## config.mk

```make
export PLATFORM = sky130hd
export DESIGN_NAME = nibble_pack_flat
export DESIGN_NICKNAME = d
export VERILOG_FILES = /design/src/rtl/nibble_pack_if.sv /design/src/rtl/nibble_pack.sv /design/src/flat_wrapper.sv
export SDC_FILE = /design/constraint.sdc
export NUM_CORES = 1
export LEC_CHECK = 0
export CELL_PAD_IN_SITES_DETAIL_PLACEMENT = 1
export CELL_PAD_IN_SITES_GLOBAL_PLACEMENT = 1
export CORE_ASPECT_RATIO = 0.6
export CORE_UTILIZATION = 37
export CTS_CLUSTER_DIAMETER = 30
export DETAILED_ROUTE_END_ITERATION = 16
export PLACE_DENSITY_LB_ADDON = 0.1
export SLEW_MARGIN = 20
export SYNTH_ARGS = -nofsm -noshare
export SYNTH_HDL_FRONTEND = slang
export SYNTH_SLANG_ARGS = --single-unit
```

## constraint.sdc

```tcl
create_clock -name CLK -period 3.4 [get_ports CLK]
set_input_delay 1.02 -clock CLK [delete_from_list [all_inputs] [get_ports CLK]]
set_output_delay 1.02 -clock CLK [all_outputs]
set_load 0.005 [all_outputs]
```

## src/rtl/nibble_pack_if.sv

```systemverilog
// Nibble stream in, two word banks out, each with its own valid/ready pair.
interface nibble_pack_if #(
  parameter int DATA_WIDTH = 32
);
  logic [3:0]            DATA_IN;
  logic                  VALID_IN;
  logic                  READY_IN;
  logic                  FLUSH;
  logic [3:0]            NIBBLE_CNT;
  logic [DATA_WIDTH-1:0] DATA_A;
  logic                  VALID_A;
  logic                  READY_A;
  logic [DATA_WIDTH-1:0] DATA_B;
  logic                  VALID_B;
  logic                  READY_B;

  // Source of nibbles and consumer of both banks.
  modport master (
    output DATA_IN, VALID_IN, FLUSH, READY_A, READY_B,
    input  READY_IN, NIBBLE_CNT, DATA_A, VALID_A, DATA_B, VALID_B
  );

  // The packer itself.
  modport slave (
    input  DATA_IN, VALID_IN, FLUSH, READY_A, READY_B,
    output READY_IN, NIBBLE_CNT, DATA_A, VALID_A, DATA_B, VALID_B
  );
endinterface

```

## src/rtl/nibble_pack.sv

```systemverilog
// Rebuilds DATA_WIDTH-bit words from a 4-bit nibble stream, most-significant
// nibble first, and hands completed words to banks A and B in strict
// alternation. A word that cannot be delivered parks in HOLD until its bank frees.
module nibble_pack #(
  parameter int NIBBLES    = 8,
  parameter int DATA_WIDTH = 32
) (
  input  logic          CLK,
  input  logic          RESET,
  nibble_pack_if.slave  bus
);

  typedef enum logic {FILL, HOLD} state_t;

  state_t                state_q;
  logic                  ptr_q;      // 0: next word goes to A, 1: to B
  logic [DATA_WIDTH-1:0] shreg_q;
  logic [3:0]            cnt_q;
  logic [DATA_WIDTH-1:0] data_a_q;
  logic [DATA_WIDTH-1:0] data_b_q;
  logic                  vld_a_q;
  logic                  vld_b_q;

  logic                  ready_in;
  logic                  accept;
  logic [3:0]            cnt_inc;
  logic [DATA_WIDTH-1:0] word_nxt;
  logic                  complete;
  logic                  tgt_free;
  logic                  load;
  logic                  load_a;
  logic                  load_b;

  // State decode; masked while RESET is high so nothing is taken mid-clear.
  assign ready_in = (state_q == FILL) && !RESET;
  assign accept   = bus.VALID_IN && ready_in;
  assign cnt_inc  = cnt_q + {3'b000, accept};

  // Drop an accepted nibble into its slot; unfilled low nibbles stay zero.
  always_comb begin
    word_nxt = shreg_q;
    for (int k = 0; k < NIBBLES; k++) begin
      if (accept && (cnt_q == 4'(k)))
        word_nxt[DATA_WIDTH-1-4*k -: 4] = bus.DATA_IN;
    end
  end

  // A nibble arriving with FLUSH joins the word before it closes.
  assign complete = (state_q == FILL) &&
                    ((accept && (cnt_q == 4'(NIBBLES-1))) ||
                     (bus.FLUSH && (cnt_inc != 4'd0)));

  // Target bank is free if empty or being drained on this same edge.
  assign tgt_free = ptr_q ? (!vld_b_q || bus.READY_B)
                          : (!vld_a_q || bus.READY_A);
  assign load     = (complete || (state_q == HOLD)) && tgt_free;
  assign load_a   = load && !ptr_q;
  assign load_b   = load &&  ptr_q;

  // FSM, assembly register, counter and both output banks.
  always_ff @(posedge CLK) begin
    if (RESET) begin
      state_q  <= FILL;
      ptr_q    <= 1'b0;
      shreg_q  <= '0;
      cnt_q    <= 4'd0;
      data_a_q <= '0;
      data_b_q <= '0;
      vld_a_q  <= 1'b0;
      vld_b_q  <= 1'b0;
    end else begin
      case (state_q)
        FILL:    if (complete && !tgt_free) state_q <= HOLD;
        HOLD:    if (tgt_free)              state_q <= FILL;
        default:                            state_q <= FILL;
      endcase

      // While a word is parked the counter freezes with it.
      if (load) begin
        shreg_q <= '0;
        cnt_q   <= 4'd0;
        ptr_q   <= ~ptr_q;
      end else if (complete) begin
        shreg_q <= word_nxt;
      end else if (accept) begin
        shreg_q <= word_nxt;
        cnt_q   <= cnt_inc;
      end

      // A fresh load wins over a same-edge drain, keeping VALID high.
      if (load_a) begin
        data_a_q <= word_nxt;
        vld_a_q  <= 1'b1;
      end else if (vld_a_q && bus.READY_A) begin
        vld_a_q  <= 1'b0;
      end

      if (load_b) begin
        data_b_q <= word_nxt;
        vld_b_q  <= 1'b1;
      end else if (vld_b_q && bus.READY_B) begin
        vld_b_q  <= 1'b0;
      end
    end
  end

  assign bus.READY_IN   = ready_in;
  assign bus.NIBBLE_CNT = cnt_q;
  assign bus.DATA_A     = data_a_q;
  assign bus.VALID_A    = vld_a_q;
  assign bus.DATA_B     = data_b_q;
  assign bus.VALID_B    = vld_b_q;

endmodule

```

## src/flat_wrapper.sv

```systemverilog
// flat-port wrapper written by rule: the top's interface ports become plain ports
module nibble_pack_flat 
#(
  parameter int NIBBLES    = 8,
  parameter int DATA_WIDTH = 32
)
  (CLK, RESET, bus_DATA_IN, bus_VALID_IN, bus_FLUSH, bus_READY_A, bus_READY_B, bus_READY_IN, bus_NIBBLE_CNT, bus_DATA_A, bus_VALID_A, bus_DATA_B, bus_VALID_B);
  nibble_pack_if #(.DATA_WIDTH(DATA_WIDTH)) bus_i ();
  input  logic CLK;
  input  logic RESET;
  input wire logic [$bits(bus_i.DATA_IN)-1:0] bus_DATA_IN;
  input wire logic [$bits(bus_i.VALID_IN)-1:0] bus_VALID_IN;
  input wire logic [$bits(bus_i.FLUSH)-1:0] bus_FLUSH;
  input wire logic [$bits(bus_i.READY_A)-1:0] bus_READY_A;
  input wire logic [$bits(bus_i.READY_B)-1:0] bus_READY_B;
  output wire logic [$bits(bus_i.READY_IN)-1:0] bus_READY_IN;
  output wire logic [$bits(bus_i.NIBBLE_CNT)-1:0] bus_NIBBLE_CNT;
  output wire logic [$bits(bus_i.DATA_A)-1:0] bus_DATA_A;
  output wire logic [$bits(bus_i.VALID_A)-1:0] bus_VALID_A;
  output wire logic [$bits(bus_i.DATA_B)-1:0] bus_DATA_B;
  output wire logic [$bits(bus_i.VALID_B)-1:0] bus_VALID_B;
  assign bus_i.DATA_IN = bus_DATA_IN;
  assign bus_i.VALID_IN = bus_VALID_IN;
  assign bus_i.FLUSH = bus_FLUSH;
  assign bus_i.READY_A = bus_READY_A;
  assign bus_i.READY_B = bus_READY_B;
  assign bus_READY_IN = bus_i.READY_IN;
  assign bus_NIBBLE_CNT = bus_i.NIBBLE_CNT;
  assign bus_DATA_A = bus_i.DATA_A;
  assign bus_VALID_A = bus_i.VALID_A;
  assign bus_DATA_B = bus_i.DATA_B;
  assign bus_VALID_B = bus_i.VALID_B;
  nibble_pack #(.NIBBLES(NIBBLES), .DATA_WIDTH(DATA_WIDTH)) u_core (.CLK(CLK), .RESET(RESET), .bus(bus_i));
endmodule
```

==> After elaboration in Yosys (flattened, before gate mapping) <==
Index checks and enable logic that the tools add are counted.
{ "totals": {"reg_bits": 104, "in_bits": 10, "out_inout_bits": 71, "elab_cells": 71} }
{ "op_classes": {"add_sub_neg": 1, "n_eq_ne": 7, "muxes": 18, "n_bitwise": 3, "n_reduce_logical": 34} }
{ "op_table": {"columns": ["cell", "count"], "rows": [
  ["$mux 32", 2],
  ["$mux 4", 8],
  ["$logic_and 1x1->1", 18],
  ["$eq 4x3->1 const B", 4],
  ["$eq 4x2->1 const B", 2],
  ["$mux 1", 7],
  ["$reduce_bool 2->1", 3],
  ["$logic_not 1->1", 5],
  ["$add 4x1->4", 1],
  ["$eq 4x1->1 const B", 1],
  ["$logic_not 4->1", 1],
  ["$logic_or 1x1->1", 4],
  ["$reduce_bool 4->1", 1],
  ["$not 1->1", 3],
  ["$pmux 1 s2", 1],
  ["$reduce_and 2->1", 1],
  ["$reduce_or 2->1", 1]
]} }

==> Longest topological paths before layout <==
Gate-level depths: netlist (run 1).
{ "logic_depth": {"depth_word": 12, "depth_mapped": 11, "ltp_nobuf": 9} }

==> Least setup slack after synthesis (run 1) <==
OpenSTA, ideal clock, no wires.
{ "synth_path": {"path_type": "input -> register", "from": "input port RESET", "to": "register u_core.data_b_q[10], in the netlist u_core.bus.DATA_B[10]", "setup_ps": 121, "t_arrival_ps": 3213, "required_time_ps": 3279, "path_slack_ps": 66, "stages": 11, "n_path_buf": 2, "cell_sequence": "or3b_4 > inv_1 > ha_1 > ha_1 > nor2_1 > o211ai_1 > nand2_1 > a21o_1 > clkbuf_1 > buf_2 > mux2_2"} }
{ "synth_via": {"elab_chain_cells": 11, "elab_cells_between_ends": 14, "cone_classes": "add/sub: 1; mux: 1; reduce/logical: 12"} }
{ "synth_rtl": {"columns": ["item", "line", "text"], "rows": [
  ["start: declaration", "flat_wrapper.sv:10", "input logic RESET;"],
  ["$logic_not 1->1", "nibble_pack.sv:35", "assign ready_in = (state_q == FILL) && !RESET;"],
  ["$logic_and 1x1->1", "nibble_pack.sv:35", null],
  ["$logic_and 1x1->1", "nibble_pack.sv:36", "assign accept = bus.VALID_IN && ready_in;"],
  ["$add 4x1->4", "nibble_pack.sv:37", "assign cnt_inc = cnt_q + {3'b000, accept};"],
  ["net u_core.cnt_inc[1]", "nibble_pack.sv:26", "logic [3:0] cnt_inc;"],
  ["$reduce_bool 4->1", "nibble_pack.sv:51", "(bus.FLUSH && (cnt_inc != 4'd0)));"],
  ["$logic_and 1x1->1", "nibble_pack.sv:51", null],
  ["$logic_or 1x1->1", "nibble_pack.sv:50", "((accept && (cnt_q == 4'(NIBBLES-1))) ||"],
  ["$logic_and 1x1->1", "nibble_pack.sv:49", "assign complete = (state_q == FILL) &&"],
  ["$logic_or 1x1->1", "nibble_pack.sv:56", "assign load = (complete || (state_q == HOLD)) && tgt_free;"],
  ["$logic_and 1x1->1", "nibble_pack.sv:56", null],
  ["$logic_and 1x1->1", "nibble_pack.sv:58", "assign load_b = load && ptr_q;"],
  ["end signal: assignment", "nibble_pack.sv:99", "data_b_q <= word_nxt;"],
  ["end: declaration", "nibble_pack.sv:20", "logic [DATA_WIDTH-1:0] data_b_q;"]
]} }
The timed path passes the listed nets, and every way through them passes these cells.
A chain may end at the register's enable or synchronous reset.

==> Worst setup path after layout (run 1) <==
{ "layout_path": {"from": "input port bus_VALID_IN", "to": "register u_core.data_a_q[11], in the netlist u_core.bus.DATA_A[11]"} }
{ "layout_via": {"elab_chain_cells": 9, "elab_cells_between_ends": 12, "cone_classes": "add/sub: 1; mux: 1; reduce/logical: 10"} }
{ "layout_rtl": {"columns": ["item", "line", "text"], "rows": [
  ["start: declaration", "flat_wrapper.sv:12", "input wire logic [$bits(bus_i.VALID_IN)-1:0] bus_VALID_IN;"],
  ["$logic_and 1x1->1 (*)", "nibble_pack.sv:36", null],
  ["$add 4x1->4", "nibble_pack.sv:37", null],
  ["$reduce_bool 4->1", "nibble_pack.sv:51", null],
  ["$logic_and 1x1->1", "nibble_pack.sv:51", null],
  ["$logic_or 1x1->1", "nibble_pack.sv:50", null],
  ["$logic_and 1x1->1", "nibble_pack.sv:49", null],
  ["$logic_or 1x1->1", "nibble_pack.sv:56", null],
  ["$logic_and 1x1->1", "nibble_pack.sv:56", null],
  ["$logic_and 1x1->1", "nibble_pack.sv:57", "assign load_a = load && !ptr_q;"],
  ["end signal: assignment", "nibble_pack.sv:92", "data_a_q <= word_nxt;"],
  ["end: declaration", "nibble_pack.sv:19", "logic [DATA_WIDTH-1:0] data_a_q;"]
]} }
Mark *: on every way between the ends. The rest lies on a longest branch, timed or not.

==> flow_summary_export.csv, run 1 <==
group,metric,value,unit
run_status,outcome,"finished clean",
pwr,p_seq_share,51.4,%
synthesis,synth_seq_cells,104,
synthesis,synth-edff-count,0,
setup_path,crit_path_max_incr_delay,0.42,ns
setup_path,crit_path_start,"bus_VALID_IN",
setup_path,worstPathRequired,3.64,ns
synthesis,yosys_warnings,0,
setup_path,worst-r2r-cell-count,10,
cells_and_area,nNetsFinal,512,
die,die_area,12400,um2
sta,slew_violations,0,
die,io_pins,81,
setup_path,rr_startpoint,"u_core.state_q$_SDFF_PP0_",
sta,maxSlewHeadroom,34.0,%
grt,grt_pass1_wl,17100,um
synthesis,yosysMostFrequentCell,"dfxtp_1",
synthesis,synthTopCellsByCount,"104 x dfxtp_1, 72 x nor2_1, 65 x nor2b_1",
detailed_routing,vias,3157,
worst_hold_path,holdCritPathClass,"flop to flop",
setup_path,crit_buf_inv,3,
sta,final_hold_viol_count,0,
die,rows,30,
pwr,net-switching-power,549,uW
grt,grt_overflow,0,
detailed_routing,vias_per_cell,4.75,
die,start_util,38.6,%
synthesis,synth.avg_cell_area,10.6,um2
detailed_routing,drcViolationCount,0,
pwr,leakagePower,2.59,nW
pwr,power.density,408,nW/um2
cells_and_area,multi_input_area,2210,um2
grt,grt_max_degree,102,
clocking,cts_hold_buf,0,
sta,worst_clock_skew,0.00782,ns
setup_path,ff2ff_setup_slack,0.86,ns
pwr,switching_share,23.0,%
placed_design,dp_hpwl,6940,um
setup_path,worstSetupStartpointType,"input port",
pwr,pwr-share-clk,42.6,%
detailed_routing,dr.pass1.iters,4,
clocking,clock-sinks,104,
setup_path,crit_path_end_kind,"flop",
cells_and_area,drive_gt1_share,22.0,%
synthesis,synth_top_area_cell,"dfxtp_1",
cells_and_area,num_antenna_cells,0,
synthesis,syn-cell-area,4430,um2
setup_path,cp_data_arrival_time,3.22,ns
setup_path,cp_max_fo,11,
setup_path,crit_chain,"dlymetal6s2s_1, or3b_4, inv_4, ha_4, ha_2, xnor2_1, o211ai_1, nand2_2, a211o_4, buf_12, mux2_4",
flow_run,maxCapViolations,0,
grt,grt_pass1_vias,3275,
detailed_routing,drt_iter0_markers,111,
clocking,clk_pin_slew,0.06,ns
clocking,root_buffer,"clkbuf_16",
synthesis,post-synth-top-area-fraction,47.0,%
cells_and_area,synthToLayoutAreaGrowth,32.3,%
cells_and_area,fill_cells,1249,
cells_and_area,final_util,51.0,%
synthesis,synthesis.nets,431,
detailed_routing,ant_nets,0,
setup_path,path_delay_family,"compound AO/OA/AOI/OAI gates",
sta,rsz0062_at_grt,"no",
synthesis,ys.flop_type,"dfxtp_1",
clocking,clk-insertion-delay-late,0.35,ns
cells_and_area,seq_area,2080,um2
sta,fin_hold_ws,0.493,ns
sta,tightest_slew,0.990,ns
synthesis,yosysUniqueCellTypes,38,
placed_design,gp_congestion,0.827,
synthesis,ys_async_sr_fraction,0,%
grt,track_usage,18.4,%
pwr,combPwrFrac,6.0,%
sta,min_period,2.99,ns
detailed_routing,route.final.wire_length,10900,um
grt,grt_antenna_before_repair,0,
detailed_routing,routedWlPerCell,16.5,um
die,die_width,143,um
clocking,cts_max_level,3,
die,die_h,86.7,um
synthesis,synth_area_leaders,"dfxtp_1 47%, mux2_4 9.5%, nor2b_1 9.2%",
setup_path,r2r_end,"u_core.bus.DATA_A[11]$_SDFFE_PP0P_",
synthesis,ys_seq_area_share,47.0,%
placed_design,numPortBuffers,80,
clocking,ctsLongestPathBuffers,2,
setup_path,path_class,"input port to flop",
sta,fmax,335,MHz
clocking,cts_buffers,9,
sta,period_share,87.8,%
die,core,11500,um2
pwr,ir_worst_vdd,0.250,mV
sta,finalSetupViolations,0,
setup_path,crit_path_top_delay_cell,"or3b_4",
pwr,p_int,1.84,mW
setup_path,crit_end,"u_core.bus.DATA_A[11]$_SDFFE_PP0P_",
synthesis,syn_inst,419,
setup_path,cp_num_cells,11,
sta,finalSetupTns,0,ns
clocking,cts_tree,"done",
sequential cells by signal, indices dropped and copies added, names as in the netlist:
register and count:
u_core.bus.DATA_A 32, u_core.bus.DATA_B 32, u_core.bus.NIBBLE_CNT 4, u_core.bus.VALID_A 1, u_core.bus.VALID_B 1, u_core.ptr_q 1
u_core.shreg_q 32, u_core.state_q 1
placed cells by master, fill, tap and decap left out, types with 2 or more instances in the layout:
master / instances
dfxtp_1: 104
o21ai_0: 2
mux2_2: 36
mux2_4: 28
nand2b_1: 3
buf_4: 11
nand2_1: 7
clkbuf_16: 12
mux2i_1: 32
a21oi_1: 8
nor3_1: 3
clkdlybuf4s50_1: 78
xnor2_1: 2
clkinv_2: 2
nor2b_1: 65
nand3_1: 4
clkinv_4: 2
buf_12: 4
nor2_1: 72
clkbuf_8: 3
logic make-up after synthesis:
kind of cell,synth area share (%)
buffers and inverters,4.10
XOR/XNOR,0.396
adder cells (fa/ha/maj),0.565
AND/OR/NAND/NOR,19.3
multiplexers,25.9
flip-flops,47.0
AO/OA/AOI/OAI,2.77
metal layers:
metal / vias up / global-route usage (%) / part of all wire (%)
met1: 1531 / 25.4 / 52
met4: 0 / 5.80 / 1.1
met3: 8 / 5.08 / 3.6
met2: 61 / 27.7 / 43
met5: - / 0 / 0
li1: 1557 / - / -
per-stage QoR:
| step | power [mW] | cells | setup slack, ns | instance area (um2) |
|---|---|---|---|---|
| after CTS | 2.41 | 660 | 0.00854 | 5710 |
| after global placement | 1.38 | 644 | -0.252 | 5420 |
| after floorplan | 1.34 | 419 | 0.0664 | 4430 |
| final | 2.39 | 665 | 0.413 | 5860 |
| after detailed placement | 1.38 | 644 | -0.358 | 5420 |
| after global routing | 2.48 | 665 | 0.350 | 5860 |
how the worst min path moves through the flow:
stage                                          startpoint                               to  slack, ns  cells after the start
final                     u_core.shreg_q[13]$_SDFFE_PP0P_  u_core.shreg_q[13]$_SDFFE_PP0P_       0.49                      2
after global routing       u_core.shreg_q[9]$_SDFFE_PP0P_   u_core.shreg_q[9]$_SDFFE_PP0P_       0.53                      2
after CTS                 u_core.bus.VALID_A$_SDFFE_PP0P_  u_core.bus.VALID_A$_SDFFE_PP0P_       0.50                      2
after detailed placement   u_core.shreg_q[1]$_SDFFE_PP0P_   u_core.shreg_q[1]$_SDFFE_PP0P_       0.48                      2
after global placement     u_core.shreg_q[3]$_SDFFE_PP0P_   u_core.shreg_q[3]$_SDFFE_PP0P_       0.47                      2
after floorplan            u_core.shreg_q[0]$_SDFFE_PP0P_   u_core.shreg_q[0]$_SDFFE_PP0P_       0.46                      2
power groups by stage:
stage                     Combinational (mW)  Clock, mW  Sequential [mW]
after floorplan                       0.0830          0             1.25
after global placement                 0.129          0             1.25
after detailed placement               0.130          0             1.25
after CTS                              0.131       1.05             1.23
after global routing                   0.154       1.10             1.23
final                                  0.144       1.02             1.23
timing repair:
| action | in CTS | in global routing |
|---|---|---|
| endpoints found under the setup margin | 0 | 65 |
| buffers inserted | 0 | 1 |
| gates resized for setup | 0 | 13 |
| hold endpoints to repair | 0 | 0 |
layout make-up:
class / count / area share (%)
Clock buffer: 12 / 4.55
Clock inverter: 4 / 0.470
Inverter: 2 / 0.171
Multi-Input combinational cell: 284 / 37.8
Sequential cell: 104 / 35.5
Tap cell: 160 / 3.42
Timing Repair Buffer: 99 / 18.0
worst reg2reg max path: stages, from the launching register on:
cell	delay [ns]
dfxtp_1	0.35
or3b_4	0.43
inv_4	0.07
ha_4	0.14
ha_2	0.18
xnor2_1	0.07
o211ai_1	0.16
nand2_2	0.14
a211o_4	0.42
buf_12	0.18
mux2_4	0.31
Note: power is estimated with default switching activity, not from simulation.
==> inputs of run 2 (changes only) <==
Settings changed: SLEW_MARGIN 20 to default.
==> results of run 2 <==
The final DEF is identical to that of run 1; final timing and power are the same.
